$ cat src/rtl/alu_seq_if.sv
// Operand/result bundle between an ALU producer (master) and alu_seq (slave).
// Handshake: a beat transfers on a rising edge where valid and ready are both high.
interface alu_seq_if #(
  parameter int WIDTH = 8
) ();
  logic [WIDTH-1:0] op1;
  logic [WIDTH-1:0] op2;
  logic [2:0]       func;
  logic             in_valid;
  logic             in_ready;
  logic [WIDTH-1:0] result;
  logic             out_valid;
  logic             out_ready;
  logic             zero;
  logic             negative;
  logic             carry;
  logic             overflow;

  modport master (
    output op1, op2, func, in_valid, out_ready,
    input  in_ready, result, out_valid, zero, negative, carry, overflow
  );

  modport slave (
    input  op1, op2, func, in_valid, out_ready,
    output in_ready, result, out_valid, zero, negative, carry, overflow
  );
endinterface

$ cat src/rtl/alu_seq.sv
// Sequential ALU: single-cycle logic/arith/shift ops, WIDTH-cycle shift-add multiply,
// result and flags held in a one-entry output register with backpressure.
module alu_seq #(
  parameter int WIDTH = 8
) (
  input  logic       clk,
  input  logic       rst_n,
  alu_seq_if.slave   bus,
  output logic [1:0] state_dbg
);
  localparam int SHW = $clog2(WIDTH);

  typedef enum logic [1:0] {
    IDLE = 2'd0,
    BUSY = 2'd1,
    DONE = 2'd2
  } state_t;

  state_t             state;
  logic               ready_en;
  logic [WIDTH-1:0]   result_q;
  logic               zero_q;
  logic               negative_q;
  logic               carry_q;
  logic               overflow_q;
  logic [2*WIDTH-1:0] acc;
  logic [2*WIDTH-1:0] mcand;
  logic [WIDTH-1:0]   mplier;
  logic [SHW-1:0]     cnt;

  logic               accept;
  logic [WIDTH-1:0]   alu_res;
  logic               alu_c;
  logic               alu_v;
  logic [WIDTH:0]     ext;
  logic [SHW-1:0]     shamt;
  logic [2*WIDTH-1:0] acc_next;

  // ready_en keeps in_ready low while in reset and until the first edge after release
  assign bus.in_ready  = ready_en & ((state == IDLE) | ((state == DONE) & bus.out_ready));
  assign accept        = bus.in_valid & bus.in_ready;
  assign bus.out_valid = (state == DONE);
  assign bus.result    = result_q;
  assign bus.zero      = zero_q;
  assign bus.negative  = negative_q;
  assign bus.carry     = carry_q;
  assign bus.overflow  = overflow_q;
  assign state_dbg     = state;

  assign shamt    = bus.op2[SHW-1:0];
  assign acc_next = acc + (mplier[0] ? mcand : '0);

  always_comb begin
    alu_res = '0;
    alu_c   = 1'b0;
    alu_v   = 1'b0;
    ext     = '0;
    case (bus.func)
      3'd0: begin
        ext     = {1'b0, bus.op1} + {1'b0, bus.op2};
        alu_res = ext[WIDTH-1:0];
        alu_c   = ext[WIDTH];
        alu_v   = (bus.op1[WIDTH-1] == bus.op2[WIDTH-1]) && (alu_res[WIDTH-1] != bus.op1[WIDTH-1]);
      end
      3'd1: begin
        alu_res = bus.op1 - bus.op2;
        alu_c   = (bus.op1 < bus.op2);
        alu_v   = (bus.op1[WIDTH-1] != bus.op2[WIDTH-1]) && (alu_res[WIDTH-1] != bus.op1[WIDTH-1]);
      end
      3'd2: alu_res = bus.op1 & bus.op2;
      3'd3: alu_res = bus.op1 | bus.op2;
      3'd4: alu_res = bus.op1 ^ bus.op2;
      // Shifts run one bit wider so the last bit shifted out lands in the spare bit.
      3'd5: begin
        ext     = {1'b0, bus.op1} << shamt;
        alu_res = ext[WIDTH-1:0];
        alu_c   = ext[WIDTH];
      end
      3'd6: begin
        ext     = {bus.op1, 1'b0} >> shamt;
        alu_res = ext[WIDTH:1];
        alu_c   = ext[0];
      end
      default: ;
    endcase
  end

  always_ff @(posedge clk or negedge rst_n) begin
    if (!rst_n) begin
      state      <= IDLE;
      ready_en   <= 1'b0;
      result_q   <= '0;
      zero_q     <= 1'b0;
      negative_q <= 1'b0;
      carry_q    <= 1'b0;
      overflow_q <= 1'b0;
      acc        <= '0;
      mcand      <= '0;
      mplier     <= '0;
      cnt        <= '0;
    end else begin
      ready_en <= 1'b1;
      case (state)
        IDLE, DONE: begin
          if (accept) begin
            if (bus.func == 3'd7) begin
              state  <= BUSY;
              acc    <= '0;
              mcand  <= {{WIDTH{1'b0}}, bus.op1};
              mplier <= bus.op2;
              cnt    <= '0;
            end else begin
              state      <= DONE;
              result_q   <= alu_res;
              zero_q     <= (alu_res == '0);
              negative_q <= alu_res[WIDTH-1];
              carry_q    <= alu_c;
              overflow_q <= alu_v;
            end
          end else if ((state == DONE) && bus.out_ready) begin
            state <= IDLE;
          end
        end
        BUSY: begin
          acc    <= acc_next;
          mcand  <= mcand << 1;
          mplier <= mplier >> 1;
          cnt    <= cnt + 1'b1;
          // Last multiplier bit: publish straight from acc_next rather than waiting a cycle.
          if (cnt == SHW'(WIDTH - 1)) begin
            state      <= DONE;
            result_q   <= acc_next[WIDTH-1:0];
            zero_q     <= (acc_next[WIDTH-1:0] == '0);
            negative_q <= acc_next[WIDTH-1];
            carry_q    <= |acc_next[2*WIDTH-1:WIDTH];
            overflow_q <= |acc_next[2*WIDTH-1:WIDTH];
          end
        end
        default: state <= IDLE;
      endcase
    end
  end
endmodule

$ cat src/flat_wrapper.sv
// flat-port wrapper written by rule: the top's interface ports become plain ports
module alu_seq_flat 
#(
  parameter int WIDTH = 8
)
  (clk, rst_n, state_dbg, bus_op1, bus_op2, bus_func, bus_in_valid, bus_out_ready, bus_in_ready, bus_result, bus_out_valid, bus_zero, bus_negative, bus_carry, bus_overflow);
  alu_seq_if #(.WIDTH(WIDTH)) bus_i ();
  input  logic clk;
  input  logic rst_n;
  output logic [1:0] state_dbg;
  input wire logic [$bits(bus_i.op1)-1:0] bus_op1;
  input wire logic [$bits(bus_i.op2)-1:0] bus_op2;
  input wire logic [$bits(bus_i.func)-1:0] bus_func;
  input wire logic [$bits(bus_i.in_valid)-1:0] bus_in_valid;
  input wire logic [$bits(bus_i.out_ready)-1:0] bus_out_ready;
  output wire logic [$bits(bus_i.in_ready)-1:0] bus_in_ready;
  output wire logic [$bits(bus_i.result)-1:0] bus_result;
  output wire logic [$bits(bus_i.out_valid)-1:0] bus_out_valid;
  output wire logic [$bits(bus_i.zero)-1:0] bus_zero;
  output wire logic [$bits(bus_i.negative)-1:0] bus_negative;
  output wire logic [$bits(bus_i.carry)-1:0] bus_carry;
  output wire logic [$bits(bus_i.overflow)-1:0] bus_overflow;
  assign bus_i.op1 = bus_op1;
  assign bus_i.op2 = bus_op2;
  assign bus_i.func = bus_func;
  assign bus_i.in_valid = bus_in_valid;
  assign bus_i.out_ready = bus_out_ready;
  assign bus_in_ready = bus_i.in_ready;
  assign bus_result = bus_i.result;
  assign bus_out_valid = bus_i.out_valid;
  assign bus_zero = bus_i.zero;
  assign bus_negative = bus_i.negative;
  assign bus_carry = bus_i.carry;
  assign bus_overflow = bus_i.overflow;
  alu_seq #(.WIDTH(WIDTH)) u_core (.clk(clk), .rst_n(rst_n), .bus(bus_i), .state_dbg(state_dbg));
endmodule
$ cat config.mk
export PLATFORM = sky130hd
export DESIGN_NAME = alu_seq_flat
export DESIGN_NICKNAME = d
export VERILOG_FILES = /design/src/rtl/alu_seq_if.sv /design/src/rtl/alu_seq.sv /design/src/flat_wrapper.sv
export SDC_FILE = /design/constraint.sdc
export NUM_CORES = 1
export LEC_CHECK = 0
export ABC_AREA = 1
export CAP_MARGIN = 10
export CORE_MARGIN = 2
export CORE_UTILIZATION = 35
export CTS_BUF_LIST = sky130_fd_sc_hd__clkbuf_2
export CTS_CLUSTER_SIZE = 25
export DETAILED_ROUTE_END_ITERATION = 12
export GPL_ROUTABILITY_DRIVEN = 0
export PLACE_DENSITY_LB_ADDON = 0.25
export SYNTH_ARGS = -nofsm -noshare
export SYNTH_HDL_FRONTEND = slang
export SYNTH_SLANG_ARGS = --single-unit
$ cat constraint.sdc
create_clock -name clk -period 2.7 [get_ports clk]
set_input_delay 0.27 -clock clk [delete_from_list [all_inputs] [get_ports clk]]
set_output_delay 0.27 -clock clk [all_outputs]
set_load 0.02 [all_outputs]
Word-level counts from Yosys, hierarchy flattened:

Index checks and enable logic that the tools add are counted.

* output and inout bits: 16
* input bits: 23
* register bits: 58
* word-level logic and storage cells: 97

* multiplexer cells: 40
* reductions and logical operators: 13
* eq/ne operators: 19
* add/subtract/negate cells: 4
* bitwise operators: 7
* $lt $le $gt $ge: 1
* shift operators: 2

Operator list (count)
* two-way mux 16 bit: 5
* case mux 16 bit (2 select lines): 2
* case mux 8 bit (7 select lines): 1
* two-way mux 8 bit: 5
* case mux 8 bit (2 select lines): 2
* adder 16 bit: 1
* zero test 8 bit: 2
* == test 3 bit, second input constant: 5
* two-way mux 1 bit: 11
* case mux 1 bit (2 select lines): 5
* adder 8 x 8 -> 9 bit: 1
* << shifter 8 x 3 -> 9 bit: 1
* >> shifter 9 x 3 -> 9 bit: 1
* bitwise AND 8 bit: 1
* less-than comparator 8 bit: 1
* two-way mux 2 bit: 4
* bitwise OR 8 bit: 1
* OR reduction 8 bit: 1
* subtractor 8 bit: 1
* XOR 8 bit: 1
* == test 3 x 2 -> 1 bit, second input constant: 2
* two-way mux 3 bit: 2
* inequality test 2 x 1 -> 1 bit, second input constant: 3
* case mux 3 bit (2 select lines): 1
* 20 further kinds: 26

Depth between registers and ports, before layout:

* depth after elaboration: 7
* depth in mapped cells: 20
* mapped depth without buffers: 19

Worst setup path before layout:

OpenSTA, ideal clock, no wires.

* path kind: reg2reg
* start: register u_core.mplier[0]
* end: register u_core.carry_q, in the netlist u_core.bus.carry
* cell stages (with the launch flop): 20
* slack: 467 ps
* data required time: 2583 ps
* library setup time: 117 ps
* path buffers: 2
* arrival time: 2116 ps
* period minus slack after synthesis: 2233 ps
* path through: dfrtp_1 clkbuf_1 clkbuf_1 nand2_1 inv_1 ha_1 nand2_1 inv_1 nand2_1 nand2_1 a21oi_1 nand3_1 nand2_1 nand2_1 nor2_1 nand2_1 nand2_1 nand2_1 nand2_1 nand2_1

* cells in the longest elaborated chain, start to end: 5

Ends and longest elaborated chain
* start: declaration: line alu_seq.sv:28 `logic [WIDTH-1:0] mplier;`
* start signal: assignment: line alu_seq.sv:110 `mplier <= bus.op2;`
* start signal: assignment: line alu_seq.sv:127 `mplier <= mplier >> 1;`
* two-way mux 16 bit: line alu_seq.sv:51 `assign acc_next = acc + (mplier[0] ? mcand : '0);`
* adder 16 bit: line alu_seq.sv:51
* OR reduction 8 bit: line alu_seq.sv:135 `carry_q <= |acc_next[2*WIDTH-1:WIDTH];`
* two-way mux 1 bit: line alu_seq.sv:130 `if (cnt == SHW'(WIDTH - 1)) begin`
* case mux 1 bit (2 select lines): line alu_seq.sv:103 `case (state)`
* end signal: assignment: line alu_seq.sv:117 `carry_q <= alu_c;`
* end signal: assignment: line alu_seq.sv:135
* end: declaration: line alu_seq.sv:24 `logic carry_q;`

Every way passes these cells. The select of a mux whose other input is x is not followed.
A chain may end at the register's enable or synchronous reset.

Final worst setup path:

Ends and elaborated chain as after synthesis.

==> run summary <==
worst-path maximum fanout: 4
nets: 947
vias in the first global route: 4953
DRC: 0
clk slew on worst S/H paths: 0.18 ns
post-layout minimum cycle time: 2.486 ns
Mapped Nets: 889
share of layout cells above drive strength 1: 7.805%
Peak VDD IR: 0.2343 mV
Placed Cells: 1051
Largest delay share family, worst path: simple AND/OR/NAND/NOR gates
initial antenna violation count: 1
DRT iter0 DRCs: 422
Area growth syn-to-layout: 15.96%
CP Class: register to register
CTS Buf Count: 9
dpl hpwl: 12130 um
largest net degree at the start of global routing: 58
setup violators final: 0
post-route ant nets: 0
Yosys reg bits: 57
PwrDens: 741.7 mW/mm^2
# Max-Cap Violations: 0
most frequent cells in the layout: 241 x nand2_1, 124 x inv_1, 101 x nand3_1
met2 wire len: 6559 um
die area: 0.01596 mm^2
unrepaired setup endpoints after global routing: no
commonest non-fill, non-tap cell in the layout: nand2_1
crit-path cells: nand2_1 > inv_1 > ha_1 > fa_1 > nand2_1 > nand2_1 > nand3b_1 > nand2_1 > nand2_1 > nand3b_1 > nand2_1 > nand2_1 > nor2_1 > nand2_1 > nand2_1 > nand2_1 > nand2_1 > nand2_1
total power: 4504 uW
Clock Latency Late Sink: 0.50 ns
clk root buf: clkbuf_2
Final Non-Filler Cells: 1069
core area: 0.01459 mm^2
Arr. time, crit path: 2.90 ns
DR vias/cell: 4.952
Fin. Hold Viols: 0
crit path buf inv count: 1
synthesized cell area: 0.005236 mm^2
Max Used Layer: met4
top_reg_cell synth: dfrtp_1
I/O pin count: 39
fill cell total of the finished layout: 1587
Seq/Total Area, Yosys: 27.24%
outcome: finished clean
total global routing track utilization: 19.37%
Storage cell area: 0.001426 mm^2
distinct cell type count after synthesis: 37
total wire length: 15050 um
Final WS setup: 0.2135 ns
Ys Warns: 0
PortBufs: 38
DR pass1 iterations: 5
top post-synthesis cells by area: dfrtp_1 27%, nand2_1 17%, ha_1 10%, nand3_1 9.7%, inv_1 8.9%
Slew Viols, Final: 0
Worst Path Required: 3.12 ns
skew final: 0.02796 ns
CTS Buffer Depth: 2
LEAKAGE: 0.003298 uW
Rows: 44
Routed wire per std cell: 14.07 um
Slew headroom: 50.92%
area occupied by multi-input gates: 0.003193 mm^2
fraction of registers with async set/reset: 100.0%
Hold/Removal Path Class: input port to async pin
leading area contributor after synthesis: dfrtp_1
CTS tree: done
DP Worst Slack: 0.07392 ns
post-route clock period utilization: 92.09%
Worst-Margin Slew: 0.7363 ns
clk sink count: 57
met3 wire length: 720 um
Die Wd: 126.3 um
Syn Area/Cell: 6.378 um^2
Die H: 126.3 um
crit end category: register
Critical Path Most Common Cell: nand2_1
H-tree Lvls: 3
met1 wire length: 7260 um
number of synthesized flops with an enable pin: 0
Setup TNS Final: 0 ns
vias: 5294
Fmax achieved: 402.2 MHz
Initial Utilization: 35.89%
Critical Path Slowest Stage Cell: dfrtp_1
Syn Inst Count: 821
first-pass GRT wire length: 24900 um
share of the synthesized area in the top cell type: 27.24%
crit start category: register
grt total ovfl: 0
Critical Path Max Stage Delay: 0.45 ns
==> layout make-up <==
cell class / count / area share [%]
inverter: 127 / 7.851
clock buffer: 11 / 0.9067
timing repair buffer: 75 / 10.80
antenna: 1 / 0.04121
multi-input combinational: 609 / 52.59
tap: 184 / 3.791
clock inverter: 5 / 0.5358
sequential: 57 / 23.49
==> worst register-to-register path, cell delays in order (launching register included) <==
cell and delay, ns:
dfrtp_1 0.45, nand2_1 0.09, inv_1 0.04, ha_1 0.21, fa_1 0.38, nand2_1 0.13, nand2_1 0.07, nand3b_1 0.07
nand2_1 0.11, nand2_1 0.10, nand3b_1 0.08, nand2_1 0.11, nand2_1 0.06, nor2_1 0.12, nand2_1 0.07, nand2_1 0.14
nand2_1 0.07, nand2_1 0.06, nand2_1 0.05
==> state kept, by name (all words and copies together), names as in the netlist <==
register	count
u_core.acc	16
u_core.bus.carry	1
u_core.bus.negative	1
u_core.bus.overflow	1
u_core.bus.result	7
u_core.bus.zero	1
u_core.cnt	3
u_core.mcand	16
u_core.mplier	8
u_core.ready_en	1
u_core.state_dbg	2
==> worst paths after layout <==
check / from / end / slack (ns) / cells past startpoint
max in group asynchronous: rst_n / u_core.bus.overflow$_DFFE_PN0P_ / 1.76 / 3
hold reg to reg: u_core.cnt[0]$_DFFE_PN0P_ / u_core.cnt[0]$_DFFE_PN0P_ / 0.50 / 1
min in group clk: bus_out_ready / u_core.state_dbg[1]$_DFFE_PN0P_ / 0.41 / 4
hold / removal: rst_n / u_core.acc[12]$_DFFE_PN0P_ / 0.41 / 3
setup reg to reg: u_core.mplier[0]$_DFFE_PN0P_ / u_core.bus.carry$_DFFE_PN0P_ / 0.21 / 18
setup / recovery: u_core.mplier[0]$_DFFE_PN0P_ / u_core.bus.carry$_DFFE_PN0P_ / 0.21 / 18
==> metal layers <==
layer,vias up,GRT usage (%)
met4,0,7.175
met3,27,3.754
met2,142,29.63
li1,2764,-
met1,2361,27.21
met5,-,0
==> stage by stage <==
stage | hold slack [ns] | utilization (%) | cell area (um^2)
final | 0.4060 | 41.62 | 6072
after detailed placement | 0.4727 | 40.92 | 5969
after floorplan | -0.02559 | - | 5236
after global routing | 0.3930 | 41.62 | 6072
after CTS | 0.3657 | 41.59 | 6067
after global placement | 0.4666 | 40.92 | 5969
==> timing repair <==
item                                   4_1_cts  5_1_grt
setup endpoints to repair                    0        1
resized for setup                            0        1
buffers inserted                             0        0
endpoints found under the hold margin       57        0
hold buffers                                 1        0
==> where the power goes <==
part / leakage [uW] / internal, uW / switching (uW)
Combinational: 0.00253 / 1020 / 1570
Clock: 0.0000540 / 125 / 338
Sequential: 0.000715 / 1220 / 225
==> cell usage after synthesis (2+ instances only) <==
master	count
dfrtp_1	57
a31oi_1	7
a21oi_1	37
buf_2	11
o211ai_1	17
nand4_1	12
o31ai_1	2
or2_2	7
and2_1	2
nand3_1	101
o21bai_1	2
nand3b_1	7
nor2_1	69
xnor2_1	2
xor2_1	5
inv_1	124
nor3_1	4
inv_2	3
ha_1	42
fa_1	3
o22ai_1	10
clkbuf_1	10
buf_4	5
nand2_1	241
o21ai_0	29
==> cells by family after synthesis <==
family	after synthesis	synth area share (%)
AO/OA/AOI/OAI	108	12.02
XOR/XNOR	7	1.171
adder cells (fa/ha/maj)	45	11.18
buffers and inverters	155	11.88
flip-flops	57	27.24
other	1	0.07162
AND/OR/NAND/NOR	448	36.44
Note: power is estimated with default switching activity, not from simulation.
